[src/rtl/vram_pkg.sv]
`default_nettype none
//------------------------------------------------------------------------------
// Module   : vram_pkg
// Brief    : Shared constants, tag/phase encodings and the raster phase decode
//            used by the video-RAM arbiter and its tag pipeline.
// Revision : 1.0 - initial release
//------------------------------------------------------------------------------
package vram_pkg;

   // Owner tag carried alongside each RAM access
   localparam logic [1:0] TAG_NONE = 2'd0;
   localparam logic [1:0] TAG_SPR  = 2'd1;
   localparam logic [1:0] TAG_UI   = 2'd2;
   localparam logic [1:0] TAG_CPU  = 2'd3;

   // Raster phase
   typedef enum logic [1:0] {
      PH_ACTIVE = 2'd0,
      PH_HBLANK = 2'd1,
      PH_VBLANK = 2'd2
   } phase_t;

   localparam int DEF_H_ACTIVE = 640;
   localparam int DEF_V_ACTIVE = 480;

   // Vertical blank dominates horizontal blank
   function automatic phase_t decode_phase(input logic [9:0] x,
                                           input logic [8:0] y,
                                           input logic [9:0] h_lim,
                                           input logic [8:0] v_lim);
      if (y >= v_lim) return PH_VBLANK;
      if (x >= h_lim) return PH_HBLANK;
      return PH_ACTIVE;
   endfunction

endpackage
`default_nettype wire

[src/rtl/vram_arbiter_if.sv]
`default_nettype none
//------------------------------------------------------------------------------
// Module   : vram_arbiter_if
// Brief    : Requester, raster and RAM-port signals of the video-RAM arbiter.
//            slave = arbiter side, master = requesters/RAM side.
// Revision : 1.0 - initial release
//------------------------------------------------------------------------------
interface vram_arbiter_if;
   logic [9:0]  CounterX;
   logic [8:0]  CounterY;
   logic        spr_req;
   logic [15:0] spr_addr;
   logic        spr_gnt;
   logic        spr_vld;
   logic        ui_req;
   logic [15:0] ui_addr;
   logic        ui_gnt;
   logic        ui_vld;
   logic        cpu_req;
   logic        cpu_we;
   logic [15:0] cpu_addr;
   logic [31:0] cpu_wdata;
   logic        cpu_gnt;
   logic        cpu_vld;
   logic [15:0] addr;
   logic        ram_we;
   logic [31:0] ram_wdata;
   logic [31:0] fromRAM;

   modport slave (
      input  CounterX, CounterY,
      input  spr_req, spr_addr, ui_req, ui_addr,
      input  cpu_req, cpu_we, cpu_addr, cpu_wdata, fromRAM,
      output spr_gnt, spr_vld, ui_gnt, ui_vld, cpu_gnt, cpu_vld,
      output addr, ram_we, ram_wdata
   );

   modport master (
      output CounterX, CounterY,
      output spr_req, spr_addr, ui_req, ui_addr,
      output cpu_req, cpu_we, cpu_addr, cpu_wdata, fromRAM,
      input  spr_gnt, spr_vld, ui_gnt, ui_vld, cpu_gnt, cpu_vld,
      input  addr, ram_we, ram_wdata
   );
endinterface
`default_nettype wire

[src/rtl/vram_tagpipe.sv]
`default_nettype none
//------------------------------------------------------------------------------
// Module   : vram_tagpipe
// Brief    : Delays the owner tag of each issued access by the RAM read
//            latency and decodes it into per-requester valid strobes.
// Revision : 1.0 - initial release
//------------------------------------------------------------------------------
module vram_tagpipe
   import vram_pkg::*;
#(
   parameter int RD_LAT = 1
)(
   input  wire logic       clk,
   input  wire logic       rst,      // asynchronous, active-low
   input  wire logic [1:0] tag_in,   // tag registered together with addr
   output logic            spr_vld,
   output logic            ui_vld,
   output logic            cpu_vld
);

   logic [1:0] r_pipe [RD_LAT];

   // Shift the owner tag one stage per cycle; reset flushes in-flight reads
   always_ff @(posedge clk or negedge rst) begin
      if (!rst) begin
         for (int i = 0; i < RD_LAT; i++) r_pipe[i] <= TAG_NONE;
      end else begin
         for (int i = RD_LAT - 1; i > 0; i--) r_pipe[i] <= r_pipe[i-1];
         r_pipe[0] <= tag_in;
      end
   end

   assign spr_vld = (r_pipe[RD_LAT-1] == TAG_SPR);
   assign ui_vld  = (r_pipe[RD_LAT-1] == TAG_UI);
   assign cpu_vld = (r_pipe[RD_LAT-1] == TAG_CPU);

endmodule
`default_nettype wire

[src/rtl/vram_arbiter.sv]
`default_nettype none
//------------------------------------------------------------------------------
// Module   : vram_arbiter
// Brief    : Shares one video-RAM port between sprite, UI and CPU requesters
//            with raster-phase dependent priority and a CPU starvation guard.
// Revision : 1.0 - initial release
//------------------------------------------------------------------------------
module vram_arbiter
   import vram_pkg::*;
#(
   parameter int H_ACTIVE   = DEF_H_ACTIVE,
   parameter int V_ACTIVE   = DEF_V_ACTIVE,
   parameter int RD_LAT     = 1,
   parameter int STARVE_MAX = 15
)(
   input  wire logic      clk,
   input  wire logic      rst,       // asynchronous, active-low
   vram_arbiter_if.slave  bus
);

   localparam logic [9:0] H_LIM      = 10'(H_ACTIVE);
   localparam logic [8:0] V_LIM      = 9'(V_ACTIVE);
   localparam logic [3:0] STARVE_LIM = 4'(STARVE_MAX);

   phase_t     w_phase;
   logic       w_force_cpu;
   logic [1:0] w_win;
   logic [3:0] r_starve;
   logic [1:0] r_tag;

   assign w_phase     = decode_phase(bus.CounterX, bus.CounterY, H_LIM, V_LIM);
   assign w_force_cpu = bus.cpu_req && (r_starve == STARVE_LIM);

   // Pick this cycle's winner; a saturated starvation count overrides the phase
   always_comb begin
      w_win = TAG_NONE;
      if (w_force_cpu) begin
         w_win = TAG_CPU;
      end else begin
         case (w_phase)
            PH_ACTIVE: begin
               if      (bus.ui_req)  w_win = TAG_UI;
               else if (bus.spr_req) w_win = TAG_SPR;
               else if (bus.cpu_req) w_win = TAG_CPU;
            end
            PH_HBLANK: begin
               if      (bus.spr_req) w_win = TAG_SPR;
               else if (bus.ui_req)  w_win = TAG_UI;
               else if (bus.cpu_req) w_win = TAG_CPU;
            end
            default: begin
               if      (bus.cpu_req) w_win = TAG_CPU;
               else if (bus.spr_req) w_win = TAG_SPR;
               else if (bus.ui_req)  w_win = TAG_UI;
            end
         endcase
      end
   end

   // Register grant pulses and the winner's RAM command; idle cycles hold addr
   always_ff @(posedge clk or negedge rst) begin
      if (!rst) begin
         bus.spr_gnt   <= 1'b0;
         bus.ui_gnt    <= 1'b0;
         bus.cpu_gnt   <= 1'b0;
         bus.addr      <= 16'h0000;
         bus.ram_we    <= 1'b0;
         bus.ram_wdata <= 32'h0000_0000;
         r_tag         <= TAG_NONE;
      end else begin
         bus.spr_gnt <= (w_win == TAG_SPR);
         bus.ui_gnt  <= (w_win == TAG_UI);
         bus.cpu_gnt <= (w_win == TAG_CPU);
         bus.ram_we  <= (w_win == TAG_CPU) && bus.cpu_we;
         // CPU writes return no data, so they carry no owner tag
         r_tag       <= ((w_win == TAG_CPU) && bus.cpu_we) ? TAG_NONE : w_win;
         case (w_win)
            TAG_SPR: bus.addr <= bus.spr_addr;
            TAG_UI:  bus.addr <= bus.ui_addr;
            TAG_CPU: begin
               bus.addr      <= bus.cpu_addr;
               bus.ram_wdata <= bus.cpu_wdata;
            end
            default: ;
         endcase
      end
   end

   // Count cycles the CPU waits; saturate at the limit, clear on CPU grant
   always_ff @(posedge clk or negedge rst) begin
      if (!rst) begin
         r_starve <= 4'd0;
      end else if (w_win == TAG_CPU) begin
         r_starve <= 4'd0;
      end else if (bus.cpu_req && (r_starve != STARVE_LIM)) begin
         r_starve <= r_starve + 4'd1;
      end
   end

   vram_tagpipe #(
      .RD_LAT (RD_LAT)
   ) u_tagpipe (
      .clk     (clk),
      .rst     (rst),
      .tag_in  (r_tag),
      .spr_vld (bus.spr_vld),
      .ui_vld  (bus.ui_vld),
      .cpu_vld (bus.cpu_vld)
   );

endmodule
`default_nettype wire

[src/flat_wrapper.sv]
// flat-port wrapper written by rule: the top's interface ports become plain ports
module vram_arbiter_flat import vram_pkg::*;
#(
   parameter int H_ACTIVE   = DEF_H_ACTIVE,
   parameter int V_ACTIVE   = DEF_V_ACTIVE,
   parameter int RD_LAT     = 1,
   parameter int STARVE_MAX = 15
)
  (clk, rst, bus_CounterX, bus_CounterY, bus_spr_req, bus_spr_addr, bus_ui_req, bus_ui_addr, bus_cpu_req, bus_cpu_we, bus_cpu_addr, bus_cpu_wdata, bus_fromRAM, bus_spr_gnt, bus_spr_vld, bus_ui_gnt, bus_ui_vld, bus_cpu_gnt, bus_cpu_vld, bus_addr, bus_ram_we, bus_ram_wdata);
  vram_arbiter_if bus_i ();
  input  wire logic clk;
  input  wire logic rst;
  input wire logic [$bits(bus_i.CounterX)-1:0] bus_CounterX;
  input wire logic [$bits(bus_i.CounterY)-1:0] bus_CounterY;
  input wire logic [$bits(bus_i.spr_req)-1:0] bus_spr_req;
  input wire logic [$bits(bus_i.spr_addr)-1:0] bus_spr_addr;
  input wire logic [$bits(bus_i.ui_req)-1:0] bus_ui_req;
  input wire logic [$bits(bus_i.ui_addr)-1:0] bus_ui_addr;
  input wire logic [$bits(bus_i.cpu_req)-1:0] bus_cpu_req;
  input wire logic [$bits(bus_i.cpu_we)-1:0] bus_cpu_we;
  input wire logic [$bits(bus_i.cpu_addr)-1:0] bus_cpu_addr;
  input wire logic [$bits(bus_i.cpu_wdata)-1:0] bus_cpu_wdata;
  input wire logic [$bits(bus_i.fromRAM)-1:0] bus_fromRAM;
  output wire logic [$bits(bus_i.spr_gnt)-1:0] bus_spr_gnt;
  output wire logic [$bits(bus_i.spr_vld)-1:0] bus_spr_vld;
  output wire logic [$bits(bus_i.ui_gnt)-1:0] bus_ui_gnt;
  output wire logic [$bits(bus_i.ui_vld)-1:0] bus_ui_vld;
  output wire logic [$bits(bus_i.cpu_gnt)-1:0] bus_cpu_gnt;
  output wire logic [$bits(bus_i.cpu_vld)-1:0] bus_cpu_vld;
  output wire logic [$bits(bus_i.addr)-1:0] bus_addr;
  output wire logic [$bits(bus_i.ram_we)-1:0] bus_ram_we;
  output wire logic [$bits(bus_i.ram_wdata)-1:0] bus_ram_wdata;
  assign bus_i.CounterX = bus_CounterX;
  assign bus_i.CounterY = bus_CounterY;
  assign bus_i.spr_req = bus_spr_req;
  assign bus_i.spr_addr = bus_spr_addr;
  assign bus_i.ui_req = bus_ui_req;
  assign bus_i.ui_addr = bus_ui_addr;
  assign bus_i.cpu_req = bus_cpu_req;
  assign bus_i.cpu_we = bus_cpu_we;
  assign bus_i.cpu_addr = bus_cpu_addr;
  assign bus_i.cpu_wdata = bus_cpu_wdata;
  assign bus_i.fromRAM = bus_fromRAM;
  assign bus_spr_gnt = bus_i.spr_gnt;
  assign bus_spr_vld = bus_i.spr_vld;
  assign bus_ui_gnt = bus_i.ui_gnt;
  assign bus_ui_vld = bus_i.ui_vld;
  assign bus_cpu_gnt = bus_i.cpu_gnt;
  assign bus_cpu_vld = bus_i.cpu_vld;
  assign bus_addr = bus_i.addr;
  assign bus_ram_we = bus_i.ram_we;
  assign bus_ram_wdata = bus_i.ram_wdata;
  vram_arbiter #(.H_ACTIVE(H_ACTIVE), .V_ACTIVE(V_ACTIVE), .RD_LAT(RD_LAT), .STARVE_MAX(STARVE_MAX)) u_core (.clk(clk), .rst(rst), .bus(bus_i));
endmodule
[config.mk]
export PLATFORM = sky130hd
export DESIGN_NAME = vram_arbiter_flat
export DESIGN_NICKNAME = d
export VERILOG_FILES = /design/src/rtl/vram_pkg.sv /design/src/rtl/vram_arbiter_if.sv /design/src/rtl/vram_tagpipe.sv /design/src/rtl/vram_arbiter.sv /design/src/flat_wrapper.sv
export SDC_FILE = /design/constraint.sdc
export NUM_CORES = 1
export LEC_CHECK = 0
export BUFFER_PORTS_ARGS = -buffer_cell sky130_fd_sc_hd__buf_2
export CELL_PAD_IN_SITES_DETAIL_PLACEMENT = 0
export CELL_PAD_IN_SITES_GLOBAL_PLACEMENT = 1
export CORE_MARGIN = 2
export CORE_UTILIZATION = 30
export CTS_BUF_LIST = sky130_fd_sc_hd__clkbuf_8
export DETAILED_ROUTE_END_ITERATION = 6
export GPL_TIMING_DRIVEN = 0
export PLACE_DENSITY_LB_ADDON = 0.2
export SYNTH_ARGS = -nofsm -noshare
export SYNTH_HDL_FRONTEND = slang
export SYNTH_SLANG_ARGS = --single-unit
[constraint.sdc]
create_clock -name clk -period 2.3 [get_ports clk]
set_clock_uncertainty 0.2 [all_clocks]
set_input_delay 0 -clock clk [delete_from_list [all_inputs] [get_ports clk]]
set_output_delay 0 -clock clk [all_outputs]
set_load 0.1 [all_outputs]
After elaboration in Yosys (flattened, before gate mapping)
Index checks and enable logic that the tools add are counted.

storage, ports and cells
  bits in registers = 60
  latch bits = 0
  bits in writable memories = 0
  ROM bits = 0
  input bits = 137
  output and inout bits = 55
  logic and storage cells = 48
  memories kept = 0

operators by class
  add/sub/neg operators = 1
  multipliers = 0
  divide/modulo/power cells = 0
  $lt $le $gt $ge = 2
  equality and inequality tests = 9
  shift-type cells = 0
  muxes and demuxes = 21
  bitwise operators = 0
  reductions and logical operators = 6

operators by type and width
  kind                                                       count
  case mux 16 bit (3 select lines)                           1
  two-way mux 2 bit                                          14
  greater-or-equal comparator 10 bit, second input constant  1
  greater-or-equal comparator 9 bit, second input constant   1
  equality test 2 bit, second input constant                 4
  two-way mux 4 bit                                          2
  equality test 2 x 1 -> 1 bit, second input constant        3
  adder 4 x 1 -> 4 bit, second input constant                1
  equality test 4 bit, second input constant                 1
  != test 4 bit, second input constant                       1
  case mux 2 bit (2 select lines)                            1
  logical AND 1 bit                                          3
  two-way mux 1 bit                                          3
  nonzero test 3 bit                                         1
  logical NOT 2 bit                                          1
  nonzero test 2 bit                                         1

Depth between registers and ports, before layout
  depth after elaboration = 11
  depth in mapped cells = 9

Modules after synthesis
A second synthesis with hierarchy kept.

second synthesis, totals
  cells, all modules = 252
  area total of the unflattened synthesis = 2676.3 µm²

by module, submodules not included
  module        instances  cells an instance  area an instance (µm²)
  vram_arbiter  1          247                2603.7
  vram_tagpipe  1          5                  72.6

Worst setup path after synthesis
OpenSTA, ideal clock, no wires.

  path kind = flip-flop to output port
  start = register u_core.u_tagpipe.r_pipe[1] (netlist bit)
  end = output port bus_spr_vld
  data arrival time = 1.706 ns
  path slack = 0.394 ns
  cell stages (with the launch flop) = 2
  cell sequence = dfrtp_1 -> nor2b_1

between the ends
  word-level cells in the longest chain between the ends = 1

ends and longest elaborated chain
  item                          RTL line            text
  start, declared               vram_tagpipe.sv:21  logic [1:0] r_pipe [RD_LAT];
  equality test 2 x 1 -> 1 bit  vram_tagpipe.sv:33  assign spr_vld = (r_pipe[RD_LAT-1] == TAG_SPR);
  end, declared                 flat_wrapper.sv:25  output wire logic [$bits(bus_i.spr_vld)-1:0] bus_spr_vld;

No other way between the ends.

Worst setup path in the final report
  start = register u_core.r_starve[0]
  end = register u_core.bus.ram_wdata[17]

between the ends
  word-level cells in the longest chain between the ends = 4

ends and longest elaborated chain
  item                    RTL line               text
  start, declared         vram_arbiter.sv:28     logic [3:0] r_starve;
  start signal, assigned  vram_arbiter.sv:96     r_starve <= r_starve + 4'd1;
  equality test 4 bit     vram_arbiter.sv:32     assign w_force_cpu = bus.cpu_req && (r_starve == STARVE_LIM);
  logical AND 1 bit       vram_arbiter.sv:32
  two-way mux 2 bit       vram_arbiter.sv:37     if (w_force_cpu) begin
  equality test 2 bit     vram_arbiter.sv:77     case (w_win)
  end signal, assigned    vram_arbiter.sv:82     bus.ram_wdata <= bus.cpu_wdata;
  end, declared           vram_arbiter_if.sv:35  output addr, ram_we, ram_wdata

No other way between the ends.
A chain may end at the register's enable or synchronous reset.

==> flow_summary_export.csv <==
group,metric,value,unit
timing,hold_viol,0,
setup_path,worstSetupPathType,"flop to flop",
power_and_ir_drop,p_clk_frac,0.223,
logic_synthesis,synth-edff-count,0,
placement,io_buffers,146,
setup_path,cp_cell_sequence,"ha_1, nand3_2, nand2_1, o21ai_2, dlygate4sd3_1, nand2_1, nand2_1",
detailed_routing,vias,2670,
power_and_ir_drop,p_switching,2.10,mW
grt,track_usage,0.170,
finish,area_growth,71.3,%
grt,antenna_found_initial,0,
flow_run,max_cap_viol_count,0,
clock_tree,clk_latency,0.33,ns
placement,dpl.cell_count,507,
logic_synthesis,async_reset_ff_frac,1.00,
power_and_ir_drop,peakVddDrop,564,uV
setup_path,cp_common_cell,"nand2_1",
finish,fin_nets,632,
finish,antenna_cells,0,
timing,timing.hold.ws,0.0459,ns
detailed_routing,drt-initial-drc-count,70,
timing,min_period,2.18,ns
clock_tree,cts_buffers,9,
clock_tree,post-cts-setup-buffers,0,
placement,place_hpwl,5010,um
logic_synthesis,synth-main-ff-cell,"dfrtp_1",
placement,globalplace.congestion,0.754,
logic_synthesis,postSynthAreaPerCell,10.6,um2
timing,report.final.slew_viol_count,0,
detailed_routing,viasPerCell,4.40,
setup_path,end_kind,"flop",
setup_path,path_max_fanout,5,
detailed_routing,routedWlPerCell,13.5,um
timing,slew_headroom,0.478,
detailed_routing,first_pass_iters,4,
logic_synthesis,synth_nets,391,
timing,worstMarginPinSlew,0.784,ns
floorplanning,dieArea,9710,um2
detailed_routing,ant_nets,0,
clock_tree,cts_hold_buf,84,
logic_synthesis,synth.most_common_cell,"nand2_1",
logic_synthesis,ys.warnings.count,0,
grt,grt_pass1_wl,13100,um
power_and_ir_drop,pwr-share-comb,0.462,
logic_synthesis,yosysTopAreaCell,"dfrtp_1",
setup_path,critPathLaunchType,"flop",
timing,clock.fmax,0.459,GHz
clock_tree,clock_path_buffers,2,
power_and_ir_drop,p_int,2.22,mW
worst_hold_path,hp-class,"primary input to flop",
logic_synthesis,synth_seq_cells,60,
detailed_routing,drt-total-wl,8200,um
logic_synthesis,syn_area,2680,um2
finish,instances_no_fill,607,
setup_path,crit_required,2.37,ns
finish,drive_gt1_frac,0.355,
grt,gr-total-overflow,0,
logic_synthesis,syn_inst,253,
setup_path,max_stage_delay,0.64,ns
timing,rsz0062_at_grt,"false",
clock_tree,cts_resized,0,
clock_tree,ctsHtreeMaxLevel,3,
clock_tree,path_clk_slew,0.08,ns
grt,grt_max_degree,61,
detailed_routing,drc,0,
power_and_ir_drop,seqPwrFrac,0.315,
timing,finalSetupViolCount,0,
clock_tree,cts_tree,"yes",
floorplanning,core_area,8680,um2
setup_path,cp.arrival,2.25,ns
logic_synthesis,synth_area_leaders,"dfrtp_1, mux2i_1, nand2_1",
run_status,status,"complete, no violations",
logic_synthesis,yosysSeqAreaShare,0.560,
setup_path,rrSetupSlack,0.12,ns
floorplanning,start_util,0.309,
power_and_ir_drop,power_density,941,nW/um2
setup_path,crit_path_top_delay_cell,"dlygate4sd3_1",
logic_synthesis,ys_types,27,
floorplanning,rows,34,
timing,post-route-period-util,0.947,
timing,setup_tns,0,ns
floorplanning,io_pins,192,
logic_synthesis,synth_top_area_share,0.560,
power_and_ir_drop,power,4.32,mW
clock_tree,cts_sinks,60,
clock_tree,cts-root-buf,"clkbuf_8",
power_and_ir_drop,switching_share,0.487,
power_and_ir_drop,power_leakage,2.50,nW
grt,grt_pass1_vias,2761,
floorplanning,die_h,98.5,um
logic_synthesis,ys_top_cells_by_count,"nand2_1, dfrtp_1, mux2i_1, nor2_1",
floorplanning,die_w,98.5,um
finish,final_util,0.529,
sequential cells by signal (all words and copies together) (netlist names):
signal	flops
u_core.bus.ui_gnt	1
u_core.bus.spr_gnt	1
u_core.bus.ram_wdata	32
u_core.u_tagpipe.r_pipe	2
u_core.r_tag	2
u_core.bus.ram_we	1
u_core.r_starve	4
u_core.bus.addr	16
u_core.bus.cpu_gnt	1
metal layers:
| layer | wire length [um] | track usage | vias up | share of wire |
|---|---|---|---|---|
| met5 | 0 | 0 | - | 0 |
| met3 | 508 | 0.0546 | 14 | 0.062 |
| li1 | - | - | 1311 | - |
| met1 | 3390 | 0.196 | 1252 | 0.41 |
| met4 | 161 | 0.0506 | 0 | 0.020 |
| met2 | 4140 | 0.301 | 93 | 0.51 |
worst max-delay path: cells and delay by family (launching register included):
family,cells,cell delay (ns)
buf+inv,1,0.64
compound gates,1,0.28
fa+ha+maj,1,0.24
simple gates,4,0.33
flops,1,0.41
area by class of cell:
cell class | instances | area, um2
fillers | 803 | 4090
repair buffers | 230 | 1570
multi-input cells | 178 | 1050
well taps | 108 | 135
plain buffers | 14 | 120
clock buffers | 10 | 138
clock inverters | 6 | 63.8
flip-flops and latches | 60 | 1500
inverters | 1 | 3.75
cells in the final DEF, fill, tap and decap left out, drive strengths merged, types with 2 or more instances in the layout:
cell,count
buf,156
nand2,100
dlygate4sd3,84
dfrtp,60
mux2i,48
clkbuf,14
nor2,5
nand3,5
and2,3
a21oi,3
o21ai,3
inv,3
nor2b,2
clkinv,2
per-stage QoR:
step                setup slack, ns  instance area, um2
floorplan                     0.394                2680
global route                 0.0189                4590
finish                        0.121                4590
CTS                           0.112                4590
detailed placement            0.178                3550
global placement              0.204                3550
logic make-up (layout without fill, tap and decap cells):
group                    after synthesis  count (layout)  share of synthesized area
AND/OR/NAND/NOR                      119             119                      0.182
adder cells (fa/ha/maj)                1               1                    0.00467
multiplexers                          48              48                      0.179
AO/OA/AOI/OAI                          9               9                     0.0243
flip-flops                            60              60                      0.560
buffers and inverters                 15             261                     0.0462
XOR/XNOR                               1               1                    0.00327
path summary, 6_finish.rpt:
kind,startpoint,to,depth (start not counted)
max in group asynchronous,rst,u_core.bus.ui_gnt$_DFF_PN0_,2
worst min-delay path,bus_spr_req,u_core.bus.addr[6]$_DFFE_PN0P_,4
worst min register to register,u_core.r_tag[1]$_DFF_PN0_,u_core.u_tagpipe.r_pipe[1]$_DFF_PN0_,0
min in group asynchronous,rst,u_core.r_starve[0]$_DFFE_PN0P_,2
worst max-delay path,u_core.r_starve[0]$_DFFE_PN0P_,u_core.bus.ram_wdata[17]$_DFFE_PN0N_,7
worst max register to register,u_core.r_starve[0]$_DFFE_PN0P_,u_core.bus.ram_wdata[17]$_DFFE_PN0N_,7
power groups by stage:
stage / clock network (mW) / registers, mW / logic (mW)
final: 0.963 / 1.36 / 2.00
after detailed placement: 0 / 1.38 / 1.89
after global placement: 0 / 1.37 / 1.88
after CTS: 0.999 / 1.36 / 2.00
after floorplan: 0 / 2.54 / 0.361
after global routing: 1.04 / 1.39 / 2.09
Note: power is estimated with default switching activity, not from simulation.
